==> config.mk <==
export PLATFORM = sky130hd
export DESIGN_NAME = pcileech_rmii_rx
export DESIGN_NICKNAME = d
export VERILOG_FILES = /design/src/rtl/pcileech_rmii_rx.sv
export SDC_FILE = /design/constraint.sdc
export NUM_CORES = 1
export LEC_CHECK = 0
export CAP_MARGIN = 5
export CORE_AREA = 2 2 111 113
export CTS_CLUSTER_SIZE = 10
export DETAILED_ROUTE_END_ITERATION = 6
export DIE_AREA = 0 0 113 115
export PLACE_DENSITY = 0.76
export SYNTH_ARGS = -nofsm -noshare
export SYNTH_HDL_FRONTEND = slang
export SYNTH_SLANG_ARGS = --single-unit
==> constraint.sdc <==
create_clock -name clk -period 3.7 [get_ports clk]
set_clock_uncertainty 0.15 [all_clocks]
set_input_delay 0.37 -clock clk [delete_from_list [all_inputs] [get_ports clk]]
set_output_delay 0.37 -clock clk [all_outputs]
set_load 0.01 [all_outputs]
==> src/rtl/pcileech_rmii_rx.sv <==
// pcileech_rmii_rx: RMII receive front-end for the NeTV2 Ethernet path.
// Strips preamble/SFD, assembles bytes LSB-dibit first, checks FCS and
// length, and streams bytes with first/last/error markers.
// Optional build macro: PCILEECH_RMII_RX_FCS_STRIP_EN removes the 4 FCS
// bytes from the output stream (rx_last then marks the last payload byte).

module pcileech_rmii_rx #(
  parameter int PARAM_MIN_FRAME_BYTES     = 64,
  parameter int PARAM_MAX_FRAME_BYTES     = 1518,
  parameter int PARAM_MIN_PREAMBLE_DIBITS = 8
) (
  input  logic        clk,
  input  logic        rst,
  input  logic        eth_crs_dv,
  input  logic [1:0]  eth_rx_data,
  input  logic        eth_rx_err,
  output logic        rx_valid,
  output logic [7:0]  rx_data,
  output logic        rx_first,
  output logic        rx_last,
  output logic        rx_err,
  output logic [15:0] stat_frames_ok,
  output logic [15:0] stat_frames_err
);

`ifdef PCILEECH_RMII_RX_FCS_STRIP_EN
  // Four FCS bytes plus the held-back payload byte stay inside the block so
  // the final payload byte is still available when EOF is seen.
  localparam int HOLD_DEPTH = 5;
`else
  localparam int HOLD_DEPTH = 1;
`endif

  localparam logic [10:0] MIN_BYTES = 11'(PARAM_MIN_FRAME_BYTES);
  localparam logic [10:0] MAX_BYTES = 11'(PARAM_MAX_FRAME_BYTES);
  localparam logic [4:0]  MIN_PRE   = 5'(PARAM_MIN_PREAMBLE_DIBITS);
  localparam logic [2:0]  HOLD_N    = 3'(HOLD_DEPTH);
  localparam logic [31:0] CRC_RESIDUE = 32'hDEBB20E3;

  typedef enum logic [1:0] {ST_IDLE, ST_PRE, ST_DATA, ST_DROP} state_t;

  state_t      state, state_nxt;
  logic        crs_d1, crs_d2;
  logic [1:0]  data_d1, data_d2;
  logic        err_d1, err_d2;
  logic        accept, eof;
  logic        wait_idle;
  logic [4:0]  pre_cnt;
  logic [1:0]  dibit_cnt;
  logic [7:0]  byte_sr;
  logic [10:0] byte_cnt;
  logic [31:0] crc;
  logic        phy_err;
  logic        first_pending;
  logic [7:0]  held [HOLD_DEPTH];
  logic [2:0]  held_cnt;
  logic        held_full;
  logic [7:0]  new_byte;
  logic        byte_done;
  logic        frame_bad;
  logic        emit, emit_last, emit_err, silent_err;

  function automatic logic [31:0] crc32_byte(input logic [31:0] c, input logic [7:0] d);
    logic [31:0] r;
    r = c ^ {24'd0, d};
    for (int i = 0; i < 8; i++) begin
      r = r[0] ? ((r >> 1) ^ 32'hEDB88320) : (r >> 1);
    end
    return r;
  endfunction

  // A low CRS_DV sample is still data if carrier returns on the next sample;
  // two consecutive lows mark the end of the frame.
  assign accept    = crs_d2 | crs_d1;
  assign eof       = ~crs_d2 & ~crs_d1;
  assign held_full = (held_cnt == HOLD_N);
  assign new_byte  = {data_d2, byte_sr[7:2]};
  assign frame_bad = (crc != CRC_RESIDUE) || (byte_cnt < MIN_BYTES) || dibit_cnt[1] || phy_err;

  // State register.
  always_ff @(posedge clk or posedge rst) begin
    if (rst) state <= ST_IDLE;
    else     state <= state_nxt;
  end

  // Next-state decode and per-cycle emit decisions.
  always_comb begin
    state_nxt  = state;
    byte_done  = 1'b0;
    emit       = 1'b0;
    emit_last  = 1'b0;
    emit_err   = 1'b0;
    silent_err = 1'b0;
    case (state)
      ST_IDLE: begin
        if (accept && !wait_idle && data_d2 == 2'b01) state_nxt = ST_PRE;
      end
      ST_PRE: begin
        if (eof) state_nxt = ST_IDLE;
        else if (accept && data_d2 != 2'b01) begin
          if (data_d2 == 2'b11 && pre_cnt >= MIN_PRE) state_nxt = ST_DATA;
          else                                        state_nxt = ST_DROP;
        end
      end
      ST_DATA: begin
        if (eof) begin
          state_nxt = ST_IDLE;
          if (held_full) begin
            emit      = 1'b1;
            emit_last = 1'b1;
            emit_err  = frame_bad;
          end else if (byte_cnt != 11'd0) begin
            silent_err = 1'b1;
          end
        end else if (accept && dibit_cnt == 2'd3) begin
          byte_done = 1'b1;
          if (byte_cnt == MAX_BYTES) begin
            emit      = 1'b1;
            emit_last = 1'b1;
            emit_err  = 1'b1;
            state_nxt = ST_DROP;
          end else if (held_full) begin
            emit = 1'b1;
          end
        end
      end
      ST_DROP: begin
        if (eof) state_nxt = ST_IDLE;
      end
      default: state_nxt = ST_IDLE;
    endcase
  end

  // Input pipeline, byte assembly, CRC, hold-back buffer, outputs and stats.
  // The carrier stages reset high so a frame in progress at reset release
  // must end before a new one is accepted.
  always_ff @(posedge clk or posedge rst) begin
    if (rst) begin
      crs_d1          <= 1'b1;
      crs_d2          <= 1'b1;
      data_d1         <= 2'b00;
      data_d2         <= 2'b00;
      err_d1          <= 1'b0;
      err_d2          <= 1'b0;
      wait_idle       <= 1'b1;
      pre_cnt         <= 5'd0;
      dibit_cnt       <= 2'd0;
      byte_sr         <= 8'd0;
      byte_cnt        <= 11'd0;
      crc             <= 32'hFFFFFFFF;
      phy_err         <= 1'b0;
      first_pending   <= 1'b0;
      held_cnt        <= 3'd0;
      for (int i = 0; i < HOLD_DEPTH; i++) held[i] <= 8'd0;
      rx_valid        <= 1'b0;
      rx_data         <= 8'd0;
      rx_first        <= 1'b0;
      rx_last         <= 1'b0;
      rx_err          <= 1'b0;
      stat_frames_ok  <= 16'd0;
      stat_frames_err <= 16'd0;
    end else begin
      crs_d1  <= eth_crs_dv;
      crs_d2  <= crs_d1;
      data_d1 <= eth_rx_data;
      data_d2 <= data_d1;
      err_d1  <= eth_rx_err;
      err_d2  <= err_d1;
      if (eof) wait_idle <= 1'b0;

      rx_valid <= emit;
      rx_first <= emit & first_pending;
      rx_last  <= emit_last;
      rx_err   <= emit_err;
      if (emit) begin
        rx_data       <= held[HOLD_DEPTH-1];
        first_pending <= 1'b0;
      end
      if (emit_last) begin
        if (emit_err) stat_frames_err <= stat_frames_err + 16'd1;
        else          stat_frames_ok  <= stat_frames_ok + 16'd1;
      end else if (silent_err) begin
        stat_frames_err <= stat_frames_err + 16'd1;
      end

      if (state == ST_IDLE) begin
        pre_cnt <= 5'd1;
        phy_err <= accept & err_d2;
      end else if (state == ST_PRE || state == ST_DATA) begin
        if (accept && err_d2) phy_err <= 1'b1;
      end

      if (state == ST_PRE && accept && data_d2 == 2'b01 && pre_cnt != 5'd31)
        pre_cnt <= pre_cnt + 5'd1;

      if (state == ST_PRE && state_nxt == ST_DATA) begin
        crc           <= 32'hFFFFFFFF;
        dibit_cnt     <= 2'd0;
        byte_cnt      <= 11'd0;
        held_cnt      <= 3'd0;
        first_pending <= 1'b1;
      end

      if (state == ST_DATA && accept && !eof) begin
        byte_sr   <= new_byte;
        dibit_cnt <= dibit_cnt + 2'd1;
        if (byte_done && state_nxt == ST_DATA) begin
          crc <= crc32_byte(crc, new_byte);
          if (byte_cnt != 11'h7FF) byte_cnt <= byte_cnt + 11'd1;
          if (!held_full) held_cnt <= held_cnt + 3'd1;
          for (int i = HOLD_DEPTH-1; i > 0; i--) held[i] <= held[i-1];
          held[0] <= new_byte;
        end
      end
    end
  end

endmodule

==> results.md, run 1 <==
| Quantity | This run |
|:---|:---|
| Horiz. Die Dim | 113 microns |
| Shortest period the worst path allows | 2.689 ns |
| Peak supply drop | 0.5752 mV |
| Detailed placement HPWL | 8492 microns |
| Detailed Routing Iterations Pass 1 | 7 |
| Number of buffers created by CTS | 17 |
| Outcome | finished with violations |
| Count of synthesis-stage warnings from yosys | 0 |
| Worst reg-to-reg path cell count | 6 |
| Achievable frequency | 372.0 MHz |
| Setup repair after global routing missed its margin | false |
| Drc violations | 3 |
| Count of unique library cells instantiated by Yosys | 56 |
| Area of placed instances | 0.006782 sq mm |
| Reg clk slew, reported paths | 0.05 ns |
| Area Overhead vs Synth | 19.89% |
| Post-layout power | 7.391 mW |
| Ant diodes | 0 |
| Number of cells on the critical path | 6 |
| Relative slew slack | 44.97% |
| Post-route setup TNS | 0 ns |
| Top library cells by usage in the layout, fill and taps aside | sky130_fd_sc_hd__dfrtp_1, sky130_fd_sc_hd__xnor2_1, sky130_fd_sc_hd__clkdlybuf4s50_1, sky130_fd_sc_hd__nor3_1, sky130_fd_sc_hd__xor2_1 |
| Leakage power of the design | 3.158 nW |
| Required time at the worst-slack endpoint | 3.89 ns |
| Family of cells with the greatest summed delay on the critical path | compound AO/OA/AOI/OAI gates |
| Initial Util | 52.13% |
| Post-route antenna net violation count | 0 |
| Critical-path cell list | or2_2 > o32ai_1 > o21a_2 > buf_4 > nor3_1 > a21oi_1 |
| Startpoint-to-endpoint class of the critical path | flop to flop |
| Number of placement rows | 40 |
| RR Endpoint | crc[11]$_DFF_PP1_ |
| Final std cell area, no fill | 0.007382 sq mm |
| CTS tree | done |
| Hold Path Depth | 0 |
| Vias in the first global route | 4279 |
| Worst-case register-to-register setup slack | 1.01 ns |
| CTS HTree Levels | 4 |
| Transition time at the pin with the least slew margin | 0.8191 ns |
| Clock latency at the later pin of the worst-skew pair | 0.42 ns |
| Setup Slack @ Placement | 1.031 ns |
| Critical Path Start Type | flop |
| Share of cells above drive strength 1 | 18.74% |
| Most frequent standard cell in the layout excluding fill and tap cells | sky130_fd_sc_hd__dfrtp_1 |
| Share of flip-flops with an asynchronous set or reset | 100.0% |
| Combined buffer and inverter count along the critical path | 1 |
| Per-cell routed wire length | 16.08 microns |
| First-iteration detailed-routing DRC count | 338 |
| Total Die Area | 0.01300 sq mm |
| # clock sinks | 124 |
| Critical-path cell with the highest stage delay | sky130_fd_sc_hd__o21a_2 |
| Number of max-capacitance violations reported | 0 |
| First-pass GRT wire length | 20870 microns |
| IO Pins | 50 |
| Overall via count from detail_route | 4207 |
| Post-synthesis sequential area ratio | 51.11% |
| Initial antenna violation count | 0 |
| Mapped Cells | 550 |
| Hold Startpoint | data_d1[1]$_DFF_PP0_ |
| Core region area | 0.01181 sq mm |
| I/O Buffers | 49 |
| P per Cell Area | 1001 mW/mm^2 |
| Hold_buf cts | 0 |
| Net count after synthesis | 567 |
| CP max stage delay | 0.67 ns |
| CP Max Fanout | 36 |
| Slew Limit Fails | 0 |
| Number of synthesized register bits | 124 |
| Most frequently used flop master after synthesis | sky130_fd_sc_hd__dfrtp_1 |
| Mapped cell area | 0.006157 sq mm |
| Die outline height | 115 microns |
| Mean area per synthesized cell | 11.19 sq um |
| Worst endpoint data arrival time | 2.88 ns |
| DR vias/cell | 5.492 |
| Capturing element type of the critical path | flop |
| Number of enable-type register cells in the synthesized netlist | 0 |
| Root buf cell | sky130_fd_sc_hd__clkbuf_16 |
| Number of cells upsized or downsized after cts | 0 |
| Maximum clock insertion buffer count | 2 |
| GPL Wtd Cong | 0.8600 |
| Global route total overflow | 0 |
| Final WL | 12320 microns |
| Share of the cycle needed by the critical path after routing | 72.66% |
| Total Nets Final | 623 |
| Final hold violations | 0 |
| HP Class | flop to flop |
| Worst flop-to-flop path startpoint | state[1]$_DFF_PP0_ |
| Pin count of the biggest net entering global routing | 46 |
| Final setup violation count | 0 |
| Buffers inserted during post-CTS setup optimization | 0 |
| Violations in the final reports | DRC |
| Hold Path Sink | data_d2[1]$_DFF_PP0_ |
| Aggregate global-route resource usage | 20.45% |
| Final Worst Setup Slack | 1.012 ns |
==> synthesized netlist by cell type, types with 6 or more instances <==
cell / count / share of area [%]
sky130_fd_sc_hd__dfrtp_1: 89 / 36
sky130_fd_sc_hd__xnor2_1: 58 / 8.3
sky130_fd_sc_hd__nor3_1: 43 / 3.5
sky130_fd_sc_hd__xor2_1: 36 / 5.1
sky130_fd_sc_hd__a21oi_1: 35 / 2.8
sky130_fd_sc_hd__dfstp_2: 35 / 15
sky130_fd_sc_hd__nand2_1: 34 / 2.1
sky130_fd_sc_hd__nor2_1: 29 / 1.8
sky130_fd_sc_hd__o21ai_0: 21 / 1.7
sky130_fd_sc_hd__mux2_2: 19 / 3.5
sky130_fd_sc_hd__nand3_1: 18 / 1.5
sky130_fd_sc_hd__inv_1: 15 / 0.91
sky130_fd_sc_hd__ha_1: 11 / 2.2
sky130_fd_sc_hd__and3_1: 8 / 0.81
sky130_fd_sc_hd__nand4_1: 7 / 0.71
sky130_fd_sc_hd__buf_2: 6 / 0.49
sky130_fd_sc_hd__mux2_4: 6 / 1.5
sky130_fd_sc_hd__xnor2_2: 6 / 1.6
==> worst max path at each step <==
| stage | end | slack, ns | start |
|---|---|---|---|
| finish | crc[11]$_DFF_PP1_ | 1.01 | state[1]$_DFF_PP0_ |
| global route | byte_cnt[7]$_DFF_PP0_ | 0.82 | byte_cnt[0]$_DFF_PP0_ |
| CTS | stat_frames_ok[15]$_DFFE_PP0P_ | 1.01 | crc[23]$_DFF_PP1_ |
| detailed placement | crc[11]$_DFF_PP1_ | 1.03 | byte_cnt[0]$_DFF_PP0_ |
| global placement | stat_frames_ok[12]$_DFFE_PP0P_ | 1.06 | crc[23]$_DFF_PP1_ |
| floorplan | held[0]$_DFFE_PP0P_ | 1.41 | byte_cnt[0]$_DFF_PP0_ |
==> worst register-to-register path: stages, from the launching register on <==
cell,delay (ns)
sky130_fd_sc_hd__dfrtp_1,0.46
sky130_fd_sc_hd__or2_2,0.33
sky130_fd_sc_hd__o32ai_1,0.29
sky130_fd_sc_hd__o21a_2,0.67
sky130_fd_sc_hd__buf_4,0.45
sky130_fd_sc_hd__nor3_1,0.12
sky130_fd_sc_hd__a21oi_1,0.14
==> stage by stage <==
stage | hold slack, ns | util (%) | std cells
6_report | 0.1956 | 62.50 | 766
5_1_grt | 0.2053 | 62.50 | 766
4_1_cts | 0.1969 | 62.50 | 766
3_5_place_dp | 0.1847 | 57.42 | 734
3_3_place_gp | 0.1843 | 57.42 | 734
2_1_floorplan | 0.1812 | - | 550
==> state kept, by name, indices dropped and copies added (netlist names), 3 cells and up <==
signal / count
crc: 32
stat_frames_err: 16
stat_frames_ok: 16
byte_cnt: 11
held: 8
rx_data: 8
byte_sr: 6
pre_cnt: 5
held_cnt: 3
==> where the power goes <==
group | switching, mW | leakage [nW] | total, mW | internal, mW
Sequential | 0.396 | 1.54 | 2.26 | 1.87
Clock | 0.579 | 0.287 | 1.69 | 1.11
Combinational | 1.79 | 1.33 | 3.44 | 1.65
Total | 2.76 | 3.16 | 7.39 | 4.63
==> layout make-up <==
type / count / area, sq um
Fill cell: 924 / 4429
Sequential cell: 124 / 3147
Multi-Input combinational cell: 392 / 2835
Timing Repair Buffer: 56 / 555.5
Clock buffer: 25 / 485.5
Tap cell: 147 / 183.9
Clock inverter: 7 / 115.1
Inverter: 15 / 60.06
==> cells by family (layout without fill, tap and decap cells) <==
| group | Yosys count | in the layout | share of synthesized area (%) |
|---|---|---|---|
| muxes | 25 | 25 | 4.938 |
| DFF | 124 | 124 | 51.11 |
| and+or+nand+nor | 177 | 177 | 15.48 |
| buffers and inverters | 34 | 103 | 2.865 |
| AOI/OAI and AO/OA | 76 | 76 | 7.255 |
| adders and majority gates | 11 | 11 | 2.235 |
| xor gates and xnor gates | 103 | 103 | 16.11 |
==> per-layer routing <==
layer,global-route usage (%),share of wire (%)
met3,6.273,3.5
met4,7.398,1.6
met5,0,0
met2,32.77,49
met1,26.55,46
Note: power is estimated with default switching activity, not from simulation.
==> run 2: changes to the inputs <==
--- a/config.mk
+++ b/config.mk
@@ -6,11 +6,11 @@
 export NUM_CORES = 1
 export LEC_CHECK = 0
 export CAP_MARGIN = 5
-export CORE_AREA = 2 2 111 113
+export CORE_AREA = 2 2 109 111
 export CTS_CLUSTER_SIZE = 10
 export DETAILED_ROUTE_END_ITERATION = 6
-export DIE_AREA = 0 0 113 115
-export PLACE_DENSITY = 0.76
+export DIE_AREA = 0 0 111 113
+export PLACE_DENSITY = 0.75
 export SYNTH_ARGS = -nofsm -noshare
 export SYNTH_HDL_FRONTEND = slang
 export SYNTH_SLANG_ARGS = --single-unit
==> constraint.sdc (replaced) <==
create_clock -name clk -period 2.8 [get_ports clk]
set_clock_uncertainty 0.15 [all_clocks]
set_input_delay 0.28 -clock clk [delete_from_list [all_inputs] [get_ports clk]]
set_output_delay 0.28 -clock clk [all_outputs]
set_load 0.01 [all_outputs]
==> results.md, run 2 (synthesis results as in run 1) <==
| Quantity | This run | Change |
|:---|:---|:---|
| Clock group share of total power | 22.6% | was 22.9% |
| Final WL | 13000 microns | was 12320 microns |
| Critical-path cell list | nor4bb_1 > nand4_1 > nor4_4 > and3_1 > nand4_1 > xnor2_1 | was or2_2 > o32ai_1 > o21a_2 > buf_4 > nor3_1 > a21oi_1 |
| HP Class | primary input to flop | was flop to flop |
| Initial Util | 54.62% | was 52.13% |
| CP Max Fanout | 7 | was 36 |
| Post-route setup TNS | 0 ns | unchanged |
| Leakage power of the design | 3.196 nW | was 3.158 nW |
| Aggregate global-route resource usage | 22.10% | was 20.45% |
| Final hold violations | 0 | unchanged |
| Per-cell routed wire length | 16.95 microns | was 16.08 microns |
| CP max stage delay | 0.55 ns | was 0.67 ns |
| Top library cells by usage in the layout, fill and taps aside | sky130_fd_sc_hd__dfrtp_1, sky130_fd_sc_hd__xnor2_1, sky130_fd_sc_hd__clkdlybuf4s50_1, sky130_fd_sc_hd__nor3_1, sky130_fd_sc_hd__xor2_1 | unchanged |
| Switching share of power | 37.60% | was 37.41% |
| Outcome | finished clean | was finished with violations |
| Initial antenna violation count | 0 | unchanged |
| Transition time at the pin with the least slew margin | 0.6189 ns | was 0.8191 ns |
| Worst-case register-to-register setup slack | 0.15 ns | was 1.01 ns |
| Most frequent standard cell in the layout excluding fill and tap cells | sky130_fd_sc_hd__dfrtp_1 | unchanged |
| Detailed Routing Iterations Pass 1 | 5 | was 7 |
| Family of cells with the greatest summed delay on the critical path | simple AND/OR/NAND/NOR gates | was compound AO/OA/AOI/OAI gates |
| Crit path from | crc[27]$_DFF_PP1_ | was state[1]$_DFF_PP0_ |
| CTS HTree Levels | 4 | unchanged |
| CTS tree | done | unchanged |
| Power share of the sequential group | 30.5% | was 30.6% |
| Number of placement rows | 39 | was 40 |
| Drc violations | 0 | was 3 |
| Peak supply drop | 1.513 mV | was 0.5752 mV |
| Global route total overflow | 0 | unchanged |
| Hold_buf cts | 0 | unchanged |
| Internal power contribution | 6.145 mW | was 4.626 mW |
| # clock sinks | 124 | unchanged |
| Area Overhead vs Synth | 20.91% | was 19.89% |
| Worst flop-to-flop path startpoint | crc[27]$_DFF_PP1_ | was state[1]$_DFF_PP0_ |
| RR Endpoint | stat_frames_ok[12]$_DFFE_PP0P_ | was crc[11]$_DFF_PP1_ |
| Share of the cycle needed by the critical path after routing | 94.49% | was 72.66% |
| Detailed placement HPWL | 8869 microns | was 8492 microns |
| Final std cell area, no fill | 0.007445 sq mm | was 0.007382 sq mm |
| Clock latency at the later pin of the worst-skew pair | 0.42 ns | about the same |
| Combined buffer and inverter count along the critical path | 0 | was 1 |
| Critical Path Start Type | flop | unchanged |
| Shortest period the worst path allows | 2.646 ns | was 2.689 ns |
| Required time at the worst-slack endpoint | 2.95 ns | was 3.89 ns |
| Flip-flop count of the largest register after layout | 32 | unchanged |
| Destination of the critical timing path | stat_frames_ok[12]$_DFFE_PP0P_ | was crc[11]$_DFF_PP1_ |
| Setup repair after global routing missed its margin | false | unchanged |
| Capturing element type of the critical path | flop | unchanged |
| GPL Wtd Cong | 0.9222 | was 0.8600 |
| Area of placed instances | 0.006839 sq mm | was 0.006782 sq mm |
| Achievable frequency | 378.0 MHz | was 372.0 MHz |
| Vias in the first global route | 4497 | was 4279 |
| Worst reg-to-reg path cell count | 6 | unchanged |
| Maximum clock insertion buffer count | 2 | unchanged |
| Critical-path cell with the highest stage delay | sky130_fd_sc_hd__dfstp_2 | was sky130_fd_sc_hd__o21a_2 |
| Slew Limit Fails | 0 | unchanged |
| IO Pins | 50 | unchanged |
| Pin count of the biggest net entering global routing | 91 | was 46 |
| Number of max-capacitance violations reported | 0 | unchanged |
| Core region area | 0.01127 sq mm | was 0.01181 sq mm |
| Post-route antenna net violation count | 0 | unchanged |
| Post-placement cell count | 735 | was 734 |
| Total Nets Final | 628 | was 623 |
| Die outline height | 113 microns | was 115 microns |
| P per Cell Area | 1323 mW/mm^2 | was 1001 mW/mm^2 |
| Leading registers by flop count | crc x32, stat_frames_err x16, stat_frames_ok x16 | unchanged |
| Number of buffers created by CTS | 17 | unchanged |
| Startpoint-to-endpoint class of the critical path | flop to flop | unchanged |
| First-pass GRT wire length | 22090 microns | was 20870 microns |
| Root buf cell | sky130_fd_sc_hd__clkbuf_16 | unchanged |
| First-iteration detailed-routing DRC count | 419 | was 338 |
| Worst endpoint data arrival time | 2.79 ns | was 2.88 ns |
| Total Die Area | 0.01254 sq mm | was 0.01300 sq mm |
| DR vias/cell | 5.537 | was 5.492 |
| Horiz. Die Dim | 111 microns | was 113 microns |
| Finished Layout Cells | 767 | was 766 |
| Register with the highest flop count | crc | unchanged |
| CP most frequent cell | sky130_fd_sc_hd__nand4_1 |  |
| Relative slew slack | 58.44% | was 44.97% |
| Ant diodes | 0 | unchanged |
| Worst Hold Margin | 0.1098 ns | was 0.1956 ns |
| Overall via count from detail_route | 4247 | was 4207 |
| Net load switching power | 3.702 mW | was 2.765 mW |
| Number of cells on the critical path | 6 | unchanged |
| Final setup violation count | 0 | unchanged |
| Post-layout power | 9.847 mW | was 7.391 mW |
| Reg clk slew, reported paths | 0.06 ns | was 0.05 ns |
| Share of cells above drive strength 1 | 19.55% | was 18.74% |
| I/O Buffers | 49 | unchanged |
| Gate power share | 46.9% | was 46.5% |
run 2: final cells by class:
class,instances,area [sq um]
fill,855,3827
sequential,124,3147
multi-input combinational,392,2841
timing repair buffer,61,618.1
clock buffer,24,481.7
tap,143,178.9
clock inverter,8,117.6
inverter,15,60.06
run 2: worst min path at each step:
| stage | from | to | slack (ns) | cells after the start |
|---|---|---|---|---|
| after floorplan | eth_crs_dv | crs_d1$_DFF_PP1_ | 0.13 | 0 |
| after global placement | data_d1[0]$_DFF_PP0_ | data_d2[0]$_DFF_PP0_ | 0.18 | 0 |
| after detailed placement | data_d1[0]$_DFF_PP0_ | data_d2[0]$_DFF_PP0_ | 0.18 | 0 |
| after CTS | eth_crs_dv | crs_d1$_DFF_PP1_ | 0.10 | 1 |
| after global routing | eth_crs_dv | crs_d1$_DFF_PP1_ | 0.10 | 1 |
| final | eth_crs_dv | crs_d1$_DFF_PP1_ | 0.11 | 1 |
run 2: power by group through the flow:
stage	Combinational, mW	Clock (mW)	Sequential, mW
final	4.62	2.23	3.00
after global routing	4.99	2.35	3.07
after CTS	4.61	2.26	3.00
after detailed placement	4.51	0	3.02
after global placement	4.41	0	2.99
after floorplan	3.66	0	2.88
run 2: worst register-to-register path, delay by kind of cell (launching register included):
kind / cells / cell delay [ns]
simple gates: 5 / 1.66
xor+xnor: 1 / 0.16
flops: 1 / 0.55
run 2: repair_timing:
| action | 4_1_cts | 5_1_grt |
|---|---|---|
| resized for setup | 0 | 1 |
| setup buffers | 0 | 0 |
| endpoints found under the setup margin | 0 | 1 |
run 2: per-layer routing:
metal / vias to the layer above / GRT usage (%) / share of wire (%) / routed length [microns]
met1: 2116 / 28.55 / 44 / 5696
met5: - / 0 / 0 / 0
met3: 22 / 6.267 / 4.0 / 521
li1: 2022 / - / - / -
met2: 87 / 35.66 / 50 / 6532
met4: 0 / 8.667 / 1.9 / 248
run 2: stage by stage:
stage / worst slack (ns) / util [%]
detailed placement: 0.1826 / 60.67
global placement: 0.2732 / 60.67
floorplan: 0.5087 / -
finish: 0.1544 / 66.05
global route: 0.06541 / 66.05
CTS: 0.1477 / 65.99
